### src/rtl/fifo_rd_stream_pkg.sv
// Shared types and defaults for the FIFO-to-stream burst reader.
package fifo_rd_stream_pkg;

    localparam int DEF_DATA_W = 8;
    localparam int DEF_LEN_W  = 8;

    typedef enum logic [1:0] {
        IDLE  = 2'd0,
        RUN   = 2'd1,
        FLUSH = 2'd2,
        DONE  = 2'd3
    } state_t;

endpackage

### src/rtl/fifo_rd_stream_if.sv
// FIFO read port plus valid/ready output stream, seen from the burst reader (master) and its environment (slave).
interface fifo_rd_stream_if
    import fifo_rd_stream_pkg::*;
#(
    parameter int DATA_W = DEF_DATA_W
) ();

    logic              i_rden;
    logic              o_empty;
    logic [DATA_W-1:0] o_rddata;
    logic              m_valid;
    logic              m_ready;
    logic [DATA_W-1:0] m_data;

    modport master (
        output i_rden,
        input  o_empty,
        input  o_rddata,
        output m_valid,
        input  m_ready,
        output m_data
    );

    modport slave (
        input  i_rden,
        output o_empty,
        output o_rddata,
        input  m_valid,
        output m_ready,
        input  m_data
    );

endinterface

### src/rtl/fifo_skid_buf.sv
// Two-entry circular output buffer; head is the oldest word, push and pop may share a cycle.
module fifo_skid_buf
    import fifo_rd_stream_pkg::*;
#(
    parameter int DATA_W = DEF_DATA_W
) (
    input  logic              clk,
    input  logic              rst,
    input  logic              i_push,
    input  logic [DATA_W-1:0] i_data_in,
    input  logic              i_pop,
    output logic [1:0]        o_count,
    output logic [DATA_W-1:0] o_head
);

    logic [DATA_W-1:0] r_mem [2];
    logic              r_wr_ptr;
    logic              r_rd_ptr;
    logic [1:0]        r_count;

    logic w_pop;
    logic w_push;

    assign w_pop  = i_pop && (r_count != 2'd0);
    assign w_push = i_push && ((r_count != 2'd2) || w_pop);

    // NOTE: the storage is reset too, because the head word drives the stream data bus and must read zero in reset.
    // NOTE: sequential state uses <= so every register samples the pre-edge values of its neighbours.
    always_ff @(posedge clk or posedge rst) begin
        if (rst) begin
            for (int i = 0; i < 2; i++) begin
                r_mem[i] <= '0;
            end
            r_wr_ptr <= 1'b0;
            r_rd_ptr <= 1'b0;
            r_count  <= 2'd0;
        end else begin
            if (w_push) begin
                r_mem[r_wr_ptr] <= i_data_in;
                r_wr_ptr        <= ~r_wr_ptr;
            end
            if (w_pop) begin
                r_rd_ptr <= ~r_rd_ptr;
            end
            case ({w_push, w_pop})
                2'b10:   r_count <= r_count + 2'd1;
                2'b01:   r_count <= r_count - 2'd1;
                default: r_count <= r_count;
            endcase
        end
    end

    assign o_count = r_count;
    assign o_head  = r_mem[r_rd_ptr];

endmodule

### src/rtl/fifo_rd_stream.sv
// Drains i_len words from a registered-output FIFO into a valid/ready stream, one word per cycle when unblocked.
module fifo_rd_stream
    import fifo_rd_stream_pkg::*;
#(
    parameter int DATA_W = DEF_DATA_W,
    parameter int LEN_W  = DEF_LEN_W
) (
    input  logic                 clk,
    input  logic                 rst,
    input  logic                 i_start,
    input  logic [LEN_W-1:0]     i_len,
    fifo_rd_stream_if.master     bus,
    output logic                 busy,
    output logic                 done
);

    state_t            r_state;
    state_t            w_next;
    logic [LEN_W-1:0]  r_remaining;
    logic              r_inflight;

    logic [1:0]        w_count;
    logic [DATA_W-1:0] w_head;
    logic              w_valid;
    logic              w_pop;
    logic              w_rden;
    logic              w_accept;
    logic [2:0]        w_occ;

    assign w_valid  = (w_count != 2'd0);
    assign w_pop    = w_valid && bus.m_ready;
    assign w_accept = (r_state == IDLE) && i_start;

    // Buffer occupancy once this cycle's pop and the in-flight capture have settled.
    assign w_occ = {1'b0, w_count} + {2'b00, r_inflight} - {2'b00, w_pop};

    always_ff @(posedge clk or posedge rst) begin
        if (rst) begin
            r_state <= IDLE;
        end else begin
            r_state <= w_next;
        end
    end

    // NOTE: every combinational output gets a default first so no path can infer a latch.
    always_comb begin
        w_next = r_state;
        case (r_state)
            IDLE:    if (i_start) w_next = (i_len != '0) ? RUN : DONE;
            RUN:     if (w_rden && (r_remaining == LEN_W'(1))) w_next = FLUSH;
            FLUSH:   if (w_occ == 3'd0) w_next = DONE;
            DONE:    w_next = IDLE;
            default: w_next = IDLE;
        endcase
    end

    always_comb begin
        w_rden = 1'b0;
        busy   = 1'b0;
        done   = 1'b0;
        case (r_state)
            RUN: begin
                busy   = 1'b1;
                w_rden = !bus.o_empty && (r_remaining != '0) && (w_occ < 3'd2);
            end
            FLUSH:   busy = 1'b1;
            DONE:    done = 1'b1;
            default: ;
        endcase
    end

    always_ff @(posedge clk or posedge rst) begin
        if (rst) begin
            r_remaining <= '0;
            r_inflight  <= 1'b0;
        end else begin
            r_inflight <= w_rden;
            if (w_accept) begin
                r_remaining <= i_len;
            end else if (w_rden) begin
                r_remaining <= r_remaining - LEN_W'(1);
            end
        end
    end

    // A read issued last cycle has its data on o_rddata now; capture it.
    fifo_skid_buf #(
        .DATA_W (DATA_W)
    ) u_skid_buf (
        .clk       (clk),
        .rst       (rst),
        .i_push    (r_inflight),
        .i_data_in (bus.o_rddata),
        .i_pop     (w_pop),
        .o_count   (w_count),
        .o_head    (w_head)
    );

    assign bus.i_rden  = w_rden;
    assign bus.m_valid = w_valid;
    assign bus.m_data  = w_head;

endmodule

### src/flat_wrapper.sv
// flat-port wrapper written by rule: the top's interface ports become plain ports
module fifo_rd_stream_flat import fifo_rd_stream_pkg::*;
#(
    parameter int DATA_W = DEF_DATA_W,
    parameter int LEN_W  = DEF_LEN_W
)
  (clk, rst, i_start, i_len, busy, done, bus_i_rden, bus_o_empty, bus_o_rddata, bus_m_valid, bus_m_ready, bus_m_data);
  fifo_rd_stream_if #(.DATA_W(DATA_W)) bus_i ();
  input  logic clk;
  input  logic rst;
  input  logic i_start;
  input  logic [LEN_W-1:0] i_len;
  output logic busy;
  output logic done;
  output wire logic [$bits(bus_i.i_rden)-1:0] bus_i_rden;
  input wire logic [$bits(bus_i.o_empty)-1:0] bus_o_empty;
  input wire logic [$bits(bus_i.o_rddata)-1:0] bus_o_rddata;
  output wire logic [$bits(bus_i.m_valid)-1:0] bus_m_valid;
  input wire logic [$bits(bus_i.m_ready)-1:0] bus_m_ready;
  output wire logic [$bits(bus_i.m_data)-1:0] bus_m_data;
  assign bus_i_rden = bus_i.i_rden;
  assign bus_i.o_empty = bus_o_empty;
  assign bus_i.o_rddata = bus_o_rddata;
  assign bus_m_valid = bus_i.m_valid;
  assign bus_i.m_ready = bus_m_ready;
  assign bus_m_data = bus_i.m_data;
  fifo_rd_stream #(.DATA_W(DATA_W), .LEN_W(LEN_W)) u_core (.clk(clk), .rst(rst), .i_start(i_start), .i_len(i_len), .bus(bus_i), .busy(busy), .done(done));
endmodule
### config.mk
export PLATFORM = sky130hd
export DESIGN_NAME = fifo_rd_stream_flat
export DESIGN_NICKNAME = d
export VERILOG_FILES = /design/src/rtl/fifo_rd_stream_pkg.sv /design/src/rtl/fifo_rd_stream_if.sv /design/src/rtl/fifo_skid_buf.sv /design/src/rtl/fifo_rd_stream.sv /design/src/flat_wrapper.sv
export SDC_FILE = /design/constraint.sdc
export NUM_CORES = 1
export LEC_CHECK = 0
export ABC_AREA = 1
export BUFFER_PORTS_ARGS = -buffer_cell sky130_fd_sc_hd__buf_2
export CAP_MARGIN = 20
export CORE_MARGIN = 2
export CORE_UTILIZATION = 59
export CTS_CLUSTER_SIZE = 30
export DETAILED_ROUTE_END_ITERATION = 6
export PLACE_DENSITY = 0.85
export SYNTH_ARGS = -nofsm -noshare
export SYNTH_HDL_FRONTEND = slang
export SYNTH_SLANG_ARGS = --single-unit
### constraint.sdc
create_clock -name clk -period 4.52 [get_ports clk]
set_input_delay 0.904 -clock clk [delete_from_list [all_inputs] [get_ports clk]]
set_output_delay 0.904 -clock clk [all_outputs]
set_load 0.01 [all_outputs]
==> impl_metrics.yaml, run 1 <==
run_status:
  status: "finished, final reports clean"
cts:
  clock-root-buffer: "clkbuf_4"
  post_cts_resize_count: 0
  clkSinkCount: 31
  clockBufferDepth: 2
  hold_buffers: 0
  postCtsSetupRepairBufs: 0
  cts_buffers: 5
  cts_tree: "done"
  h-tree-depth: 2
  clk_pin_slew_ps: 90
  clk-insertion-delay-late_ps: 340
logic_synthesis:
  synth_area_um2: 1849
  post-synth-top-area-cell: "dfrtp_1"
  synth_cell_types: 27
  synth_edf_count: 0
  syn_avg_cell_area_um2: 8.330
  synthArstFlopShare_pct: 100.0
  yosysSeqAreaShare_pct: 41.95
  synth_ff_type: "dfrtp_1"
  synthTopCellsByArea: "dfrtp_1 42%, nand2_1 10%, ha_1 7.4%"
  syn_inst: 222
  yosysWarnings: 0
  synthesis.nets: 255
  synth-seq-cells: 31
  synth.top_cell.area_share_pct: 41.95
setup_path:
  critPathLaunchType: "primary input"
  crit_path_start: "bus_m_ready"
  slowest_stage: "fa_1"
  r2r_end: "u_core.r_remaining[2]"
  endpoint: "bus_i_rden"
  crit_required_ps: 3620
  r2r_slack_ps: 1810
  crit_family: "adder cells"
  crit_fanout: 8
  cp-end-kind: "primary output"
  crit_chain: "buf_2, nand2_4, inv_1, ha_1, inv_1, ha_1, inv_1, fa_1, nand3_1, nor2_1, nand2_1, inv_1, buf_2"
  cpPeakStageDelay_ps: 530
  crit_buf_inv: 6
  arrival_ps: 2890
  reg2reg_depth: 15
  path_depth: 13
  critPathKind: "in -> out"
  reg2reg_from: "u_core.u_skid_buf.o_count[1]"
  critPathMostFrequentCell: "inv_1"
pwr:
  ir_drop_mv: 0.4248
  seqPwrFrac_pct: 35.4
  p_leak_nw: 1.154
  power_frac_comb_pct: 48.4
  p_int_w: 0.0008215
  switching_share_pct: 41.93
  power_density_nw_per_um2: 667.4
  p_sw_w: 0.0005930
  power_frac_clock_pct: 16.2
global_routing:
  grt_antenna_before_repair: 0
  grt_pass1_wl_um: 6078
  grt-ovfl-total: 0
  grt_pass1_vias: 1481
  grt_max_degree: 32
  grt_use_total_pct: 22.97
route:
  drc_errors: 0
  routed_wl_um: 3488
  drt_iter0_markers: 71
  num_vias: 1515
  wl_per_cell_um: 11.51
  first_pass_iters: 5
  via_per_inst: 5.000
  antenna_left: 0
die:
  die_x_um: 59.99
  core_area_um2: 3028
  pin_count: 33
  initial_core_util_pct: 61.07
  row_count: 20
  fp.dieArea_um2: 3598
  die_y_um: 59.99
layout:
  layout-area-overhead-vs-synth_pct: 14.61
  antenna_cells: 0
  final_common_cell: "nand2_1"
  nFillCells: 267
  drive_gt1_share_pct: 25.48
  most-common-layout-cells: "51 x nand2_1, 32 x inv_1, 32 x buf_2"
  nNetsFinal: 291
  finalCoreUtilization_pct: 70.00
placement:
  io_buffers: 32
  routabilityCongestion: 0.8578
  hpwl_um: 2557
sta:
  rsz0062_at_grt: "no"
  finClkSkew_ps: 9.882
  fmax_mhz: 263.9
  slew_violations: 0
  relSlewSlack_pct: 53.84
  setup_viol: 0
  final.setup.tns_ps: 0
  tightest_slew_ps: 692.4
  fin_crit_sh_pct: 83.83
  hold_violations: 0
  layout_min_cycle_time_ps: 3789
flow_run:
  cap_violations: 0
hold_path:
  worstHoldPathType: "reg -> reg"
[worst min-delay path: cells and delay by family (launching register included)]
family	cells	cell delay, ps
AOI/OAI and AO/OA	1	50
DFF	1	350
and+or+nand+nor	1	60
[worst min-delay path by stage]
stage | startpoint | to | slack, ps | depth (start not counted)
floorplan | u_core.u_skid_buf.r_mem[0] | u_core.u_skid_buf.r_mem[0] | 450 | 2
global placement | u_core.u_skid_buf.r_mem[0] | u_core.u_skid_buf.r_mem[0] | 460 | 2
detailed placement | u_core.u_skid_buf.r_mem[15] | u_core.u_skid_buf.r_mem[15] | 470 | 2
CTS | u_core.u_skid_buf.r_mem[15] | u_core.u_skid_buf.r_mem[15] | 490 | 2
global route | u_core.u_skid_buf.r_mem[8] | u_core.u_skid_buf.r_mem[8] | 510 | 2
finish | u_core.u_skid_buf.r_mem[15] | u_core.u_skid_buf.r_mem[15] | 490 | 2
[logic make-up after synthesis]
kind of cell	synth area share, %
compound gates	9.540
mux	4.872
simple gates	23.55
xor+xnor	2.368
fa+ha+maj	8.525
buf+inv	9.202
flops	41.95
[flip-flops by register name, summed over array words and instances, names as in the netlist]
| name | flops |
|---|---|
| u_core.u_skid_buf.r_mem | 16 |
| u_core.r_state | 2 |
| u_core.u_skid_buf.o_count | 2 |
| u_core.r_inflight | 1 |
| u_core.r_remaining | 8 |
| u_core.u_skid_buf.r_wr_ptr | 1 |
| u_core.u_skid_buf.r_rd_ptr | 1 |
[routing by layer]
metal	wire length, um	track usage, %	vias up
met1	1544	26.29	688
li1	-	-	772
met5	0	0	-
met4	89	12.06	0
met3	155	5.195	11
met2	1698	39.60	44
[cell usage after synthesis (2+ instances only)]
| cell | count |
|---|---|
| nand2_1 | 51 |
| inv_1 | 32 |
| dfrtp_1 | 31 |
| nand3_1 | 18 |
| nor2_1 | 17 |
| o21ai_0 | 17 |
| ha_1 | 11 |
| mux2_2 | 8 |
| o21ai_2 | 8 |
| a21oi_1 | 3 |
| nand4_1 | 3 |
| xor2_1 | 3 |
| clkbuf_1 | 2 |
| inv_2 | 2 |
| nand2_2 | 2 |
| nand2_4 | 2 |
| xnor2_1 | 2 |
[cell type report]
| class | count | area, um^2 | area share, % |
|---|---|---|---|
| clock buffer | 6 | 51.30 | 2.420 |
| clock inverter | 2 | 35.03 | 1.653 |
| inverter | 35 | 131.4 | 6.198 |
| multi-input combinational | 152 | 903.4 | 42.62 |
| sequential | 31 | 775.7 | 36.60 |
| tap | 44 | 55.05 | 2.597 |
| timing repair buffer | 33 | 167.7 | 7.910 |
[power groups by stage]
stage	clock network [W]	logic (W)	registers, W
after global placement	0	0.000660	0.000500
after CTS	0.000234	0.000689	0.000498
after floorplan	0	0.000557	0.000467
final	0.000229	0.000685	0.000500
after global routing	0.000240	0.000797	0.000518
after detailed placement	0	0.000680	0.000504
[stage by stage]
step                      instances  setup slack, ps  cell area, um^2  total power [W]  hold WS, ps
after global routing            303            594.7             2120         0.001556        509.3
after CTS                       303            713.8             2120         0.001421        489.3
final                           303            730.9             2120         0.001414        487.0
after detailed placement        295            740.0             2033         0.001184        465.0
after floorplan                 222             1124             1849         0.001024        447.6
after global placement          295            832.9             2033         0.001160        460.0
(Power assumes the default switching activity.)
==> inputs of run 2 (changes only) <==
Settings changed: CORE_UTILIZATION 59 to 55, PLACE_DENSITY 0.85 to 0.8.
Clock period 4.52 ns to 3.5 ns, I/O delays scaled along.
==> impl_metrics.yaml, run 2 (synthesis results as in run 1) <==
run_status:
  status: "finished, final reports clean"
layout:
  fin_cells: 308
  multi_input_area_um2: 905.9
  reg.largest.list: "u_core.u_skid_buf.r_mem: 16 flops, u_core.r_remaining: 8 flops"
  layout-area-overhead-vs-synth_pct: 15.63
  final_common_cell: "nand2_1"
  drive_gt1_share_pct: 27.48
  fin_area_um2: 2138
  largest_reg_flops: 16
  max_flop_register: "u_core.u_skid_buf.r_mem"
  most-common-layout-cells: "51 x nand2_1, 32 x inv_1, 32 x buf_2"
  nFillCells: 303
  ff_latch_area_um2: 778.2
  nNetsFinal: 294
  antenna_cells: 0
route:
  num_vias: 1548
  drc_errors: 0
  routed_wl_um: 3421
  antenna_left: 0
  wl_per_cell_um: 11.11
  via_per_inst: 5.026
  first_pass_iters: 4
  drt_iter0_markers: 84
placement:
  routabilityCongestion: 0.8328
  place_area_um2: 2043
  place_ws_ps: 312.0
  hpwl_um: 2562
  io_buffers: 32
  dp.cells: 298
flow_run:
  cap_violations: 0
cts:
  cts_tree: "done"
  clkSinkCount: 31
  h-tree-depth: 2
  clockBufferDepth: 2
  cts_buffers: 5
  clk_pin_slew_ps: 100
  clock-root-buffer: "clkbuf_4"
  clk-insertion-delay-late_ps: 330
  hold_buffers: 0
sta:
  worst_slack_ps: 202.9
  fmax_mhz: 303.3
  finClkSkew_ps: 5.061
  fin_crit_sh_pct: 94.20
  setup_viol: 0
  hold_violations: 0
  slew_violations: 0
  relSlewSlack_pct: 47.59
  layout_min_cycle_time_ps: 3297
  tightest_slew_ps: 785.3
die:
  fp.dieArea_um2: 3842
  pin_count: 33
  initial_core_util_pct: 56.30
  row_count: 21
  die_y_um: 61.99
  die_x_um: 61.99
  core_area_um2: 3284
global_routing:
  grt_max_degree: 22
  grt_pass1_wl_um: 5692
  grt_use_total_pct: 20.54
  grt-ovfl-total: 0
  grt_pass1_vias: 1388
  grt_antenna_before_repair: 0
pwr:
  power_density_nw_per_um2: 842.3
  p_leak_nw: 1.155
  ir_drop_mv: 0.4414
setup_path:
  crit_required_ps: 2800
  critPathMostFrequentCell: "inv_1"
  critPathLaunchType: "flip-flop"
  cpPeakStageDelay_ps: 530
  crit_buf_inv: 6
  critPathKind: "reg -> out"
  crit_fanout: 4
  crit_family: "adder cells"
  cp-end-kind: "primary output"
  crit_chain: "inv_4, nand2_4, nand2_4, inv_1, ha_1, inv_1, ha_1, inv_1, fa_1, nand3_1, nor2_2, nand2_1, inv_1, buf_2"
  crit_path_start: "u_core.u_skid_buf.o_count[1]"
  reg2reg_from: "u_core.u_skid_buf.o_count[1]"
  slowest_stage: "fa_1"
  arrival_ps: 2600
hold_path:
  min-delay-start: "u_core.u_skid_buf.r_mem[15]"
  worstHoldPathType: "reg -> reg"
## run 2: cell type report
| cell class | instances | share of cell area (%) |
|---|---|---|
| Clock inverter | 1 | 0.3511 |
| Timing Repair Buffer | 36 | 8.894 |
| Inverter | 35 | 6.261 |
| Clock buffer | 7 | 3.043 |
| Multi-Input combinational cell | 152 | 42.36 |
| Sequential cell | 31 | 36.40 |
| Tap cell | 46 | 2.692 |
## run 2: path summary, 6_finish.rpt
path                                                to  slack (ps)  cells past startpoint
setup reg to reg                 u_core.r_remaining[2]         800                     16
hold reg to reg            u_core.u_skid_buf.r_mem[15]         490                      2
max in group asynchronous   u_core.u_skid_buf.r_mem[7]        2360                      3
setup / recovery                            bus_i_rden         200                     14
hold / removal             u_core.u_skid_buf.r_mem[15]         490                      2
min in group asynchronous            u_core.r_state[0]         500                      2
## run 2: metrics by stage
| step | power, W | utilization, % | setup TNS [ps] | hold slack (ps) |
|---|---|---|---|---|
| 2_1_floorplan | 0.001322 | - | 0 | 447.6 |
| 3_3_place_gp | 0.001498 | 62.21 | 0 | 460.2 |
| 3_5_place_dp | 0.001531 | 62.21 | 0 | 465.4 |
| 4_1_cts | 0.001782 | 64.42 | 0 | 490.7 |
| 5_1_grt | 0.001994 | 65.10 | -15.15 | 516.5 |
| 6_report | 0.001801 | 65.10 | 0 | 490.0 |
## run 2: repair_timing
action | CTS | global route
resized for setup | 0 | 4
setup endpoints to repair | 0 | 1
buffers inserted | 0 | 2
## run 2: routing by layer
metal	GRT usage, %	part of all wire, %
met4	6.383	0.73
met1	24.67	44
met3	7.453	5.5
met5	0	0
met2	34.38	50
## run 2: power by group
| group | internal (W) | switching, W |
|---|---|---|
| clock | 0.000117 | 0.000124 |
| sequential | 0.000516 | 0.000136 |
| combinational | 0.000400 | 0.000508 |
| total | 0.00103 | 0.000768 |
## run 2: worst register-to-register path: stages, from the launching register on
cell and delay [ps]:
dfrtp_2 460, inv_4 90, nand2_4 60, nand2_4 60, inv_1 60, ha_1 280
inv_1 60, ha_1 150, inv_1 60, fa_1 530, nand3_1 100, nor2_2 100
nand2_1 70, buf_4 170, nor2_2 190, o21ai_0 120, nand3_1 80
==> inputs of run 3 (changes only) <==
Settings changed: ABC_AREA 1 to not set, CORE_UTILIZATION 55 to 54, PLACE_DENSITY 0.8 to 0.79.
==> impl_metrics.yaml, run 3 <==
global_routing:
  grt-ovfl-total: 0
  grt_pass1_vias: 1273
  grt_use_met2_pct: 36.71
  use_met1_pct: 24.18
  top_usage_layer: "met2"
  grt_pass1_wl_um: 5520
  grt_max_degree: 25
  grt_use_total_pct: 20.76
  met3_usage_pct: 6.183
  grt_antenna_before_repair: 0
layout:
  antenna_cells: 0
  multi_input_area_um2: 925.9
  reg.largest.list: "u_core.u_skid_buf.r_mem: 16 flops, u_core.r_remaining: 8 flops"
  most-common-layout-cells: "32 x buf_2, 31 x dfrtp_1, 24 x mux2_2"
  ff_latch_area_um2: 775.7
  final_common_cell: "buf_2"
  max_flop_register: "u_core.u_skid_buf.r_mem"
  finalCoreUtilization_pct: 69.96
  nNetsFinal: 233
  fin_area_um2: 2136
  nFillCells: 249
  largest_reg_flops: 16
  drive_gt1_share_pct: 46.00
  layout-area-overhead-vs-synth_pct: 23.34
  fin_cells: 244
pwr:
  power_frac_comb_pct: 53.4
  p_leak_nw: 1.003
  ir_drop_mv: 0.5499
  switching_share_pct: 37.38
  p_int_w: 0.001188
  p_sw_w: 0.0007090
  power_frac_clock_pct: 11.2
  seqPwrFrac_pct: 35.3
  power_density_nw_per_um2: 888.2
setup_path:
  cpPeakStageDelay_ps: 540
  crit_required_ps: 2800
  arrival_ps: 2700
  critPathKind: "reg -> out"
  cp-end-kind: "primary output"
  critPathLaunchType: "flip-flop"
  crit_fanout: 3
  crit_chain: "or2_4, and2_4, ha_4, inv_2, ha_2, inv_1, fa_2, nor2b_4, nand3_2, nor2_2, buf_2"
  slowest_stage: "fa_2"
placement:
  io_buffers: 32
  dp.cells: 227
  place_ws_ps: 102.7
  hpwl_um: 2402
  routabilityCongestion: 0.8381
  place_area_um2: 1959
cts:
  cts_tree: "done"
  clk_pin_slew_ps: 90
  cts_buffers: 5
  h-tree-depth: 2
  clock-root-buffer: "clkbuf_4"
  clockBufferDepth: 2
  clk-insertion-delay-late_ps: 330
  clkSinkCount: 31
logic_synthesis:
  yosysSeqAreaShare_pct: 44.80
  synth_ff_type: "dfrtp_1"
  yosysWarnings: 0
  synth_cell_types: 34
  synthTopCellsByArea: "dfrtp_1 45%, mux2_2 16%, ha_1 7.9%"
  synth_edf_count: 0
  synth-seq-cells: 31
  synth_most_common_cell: "dfrtp_1"
  synth_area_um2: 1732
  synthesis.nets: 186
  post-synth-top-area-cell: "dfrtp_1"
  synthArstFlopShare_pct: 100.0
  synth.top_cell.area_share_pct: 44.80
  synth_common_cells: "31 x dfrtp_1, 24 x mux2_2, 13 x nor2_1, 12 x inv_1, 11 x ha_1"
  syn_avg_cell_area_um2: 11.32
  syn_inst: 153
run_status:
  status: "finished, final reports clean"
route:
  wl_per_cell_um: 14.14
  drc_errors: 0
  first_pass_iters: 4
  num_vias: 1313
  drt_iter0_markers: 53
  antenna_left: 0
  routed_wl_um: 3450
  via_per_inst: 5.381
die:
  pin_count: 33
  row_count: 20
  core_area_um2: 3053
  die_x_um: 60.63
  die_y_um: 60.63
  initial_core_util_pct: 56.72
  fp.dieArea_um2: 3676
sta:
  final.setup.tns_ps: 0
  slew_violations: 0
  hold_violations: 0
  finClkSkew_ps: 3.687
  worst_slack_ps: 98.12
  layout_min_cycle_time_ps: 3402
  fin_crit_sh_pct: 97.20
  setup_viol: 0
  tightest_slew_ps: 774.6
  fmax_mhz: 294.0
  relSlewSlack_pct: 48.28
flow_run:
  cap_violations: 0
hold_path:
  worstHoldPathType: "in -> async"
## run 3: changes by cell type after synthesis, sizes merged, moves of 5 or more
cell   before  now
or4         0    6
inv        34   12
nor2       18   13
nand3      19    2
nand2      55    1
a31oi       0    9
mux2        8   24
o31ai       0    5
o21ai      25    4
## run 3: repair_timing
action | in CTS | in global routing
gates resized for setup | 6 | 5
endpoints found under the setup margin | 1 | 1
buffers inserted | 6 | 4
pin swaps | 2 | 5
hold buffers | 0 | 0
## run 3: metal layers
metal	wire (um)	share of wire [%]
met5	0	0
met4	42	1.2
met3	204	5.9
met2	1734	50
met1	1469	43
## run 3: logic make-up (layout without fill, tap and decap cells)
| family | count (synthesis) | count (layout) | synth area share [%] |
|---|---|---|---|
| buffers and inverters | 17 | 64 | 4.335 |
| multiplexers | 26 | 26 | 16.76 |
| adder cells (fa/ha/maj) | 12 | 12 | 9.104 |
| flip-flops | 31 | 31 | 44.80 |
| XOR/XNOR | 6 | 6 | 3.035 |
| AO/OA/AOI/OAI | 21 | 21 | 8.599 |
| AND/OR/NAND/NOR | 40 | 40 | 13.37 |
## run 3: area by class of cell
class	count	share of cell area [%]
clock buffers	6	2.402
clock inverters	1	0.2343
inverters	12	2.109
multi-input cells	105	43.35
flip-flops and latches	31	36.32
well taps	44	2.578
repair buffers	45	13.01
## run 3: power by group through the flow
stage                     clock, W  sequential (W)  combinational (W)
after floorplan                  0        0.000630           0.000654
after global placement           0        0.000664           0.000805
after detailed placement         0        0.000678           0.000843
after CTS                 0.000217        0.000666           0.000927
after global routing      0.000233        0.000693            0.00113
final                     0.000213        0.000670            0.00101
## run 3: worst paths after layout
path	cells after the start	slack, ps	to	start
max	11	100	bus_i_rden	u_core.u_skid_buf.o_count[1]
min	2	340	u_core.r_remaining[1]	rst
max reg2reg	12	340	u_core.r_remaining[5]	u_core.u_skid_buf.o_count[1]
min reg2reg	1	510	u_core.u_skid_buf.r_mem[4]	u_core.u_skid_buf.r_mem[4]
max in group asynchronous	3	2710	u_core.r_remaining[7]	rst
min in group clk	1	510	u_core.u_skid_buf.r_mem[4]	u_core.u_skid_buf.r_mem[4]
## run 3: per-stage QoR
| stage | hold slack (ps) | power, W |
|---|---|---|
| after global placement | 480.4 | 0.001469 |
| final | 337.4 | 0.001897 |
| after global routing | 340.7 | 0.002058 |
| after floorplan | 473.7 | 0.001284 |
| after detailed placement | 491.2 | 0.001521 |
| after CTS | 342.6 | 0.001810 |
## run 3: critical path, delay by kind of cell, from the launching register on
family | cells | cell delay [ps]
adder cells (fa/ha/maj) | 3 | 920
buffers and inverters | 3 | 230
AND/OR/NAND/NOR | 5 | 820
flip-flops | 1 | 400
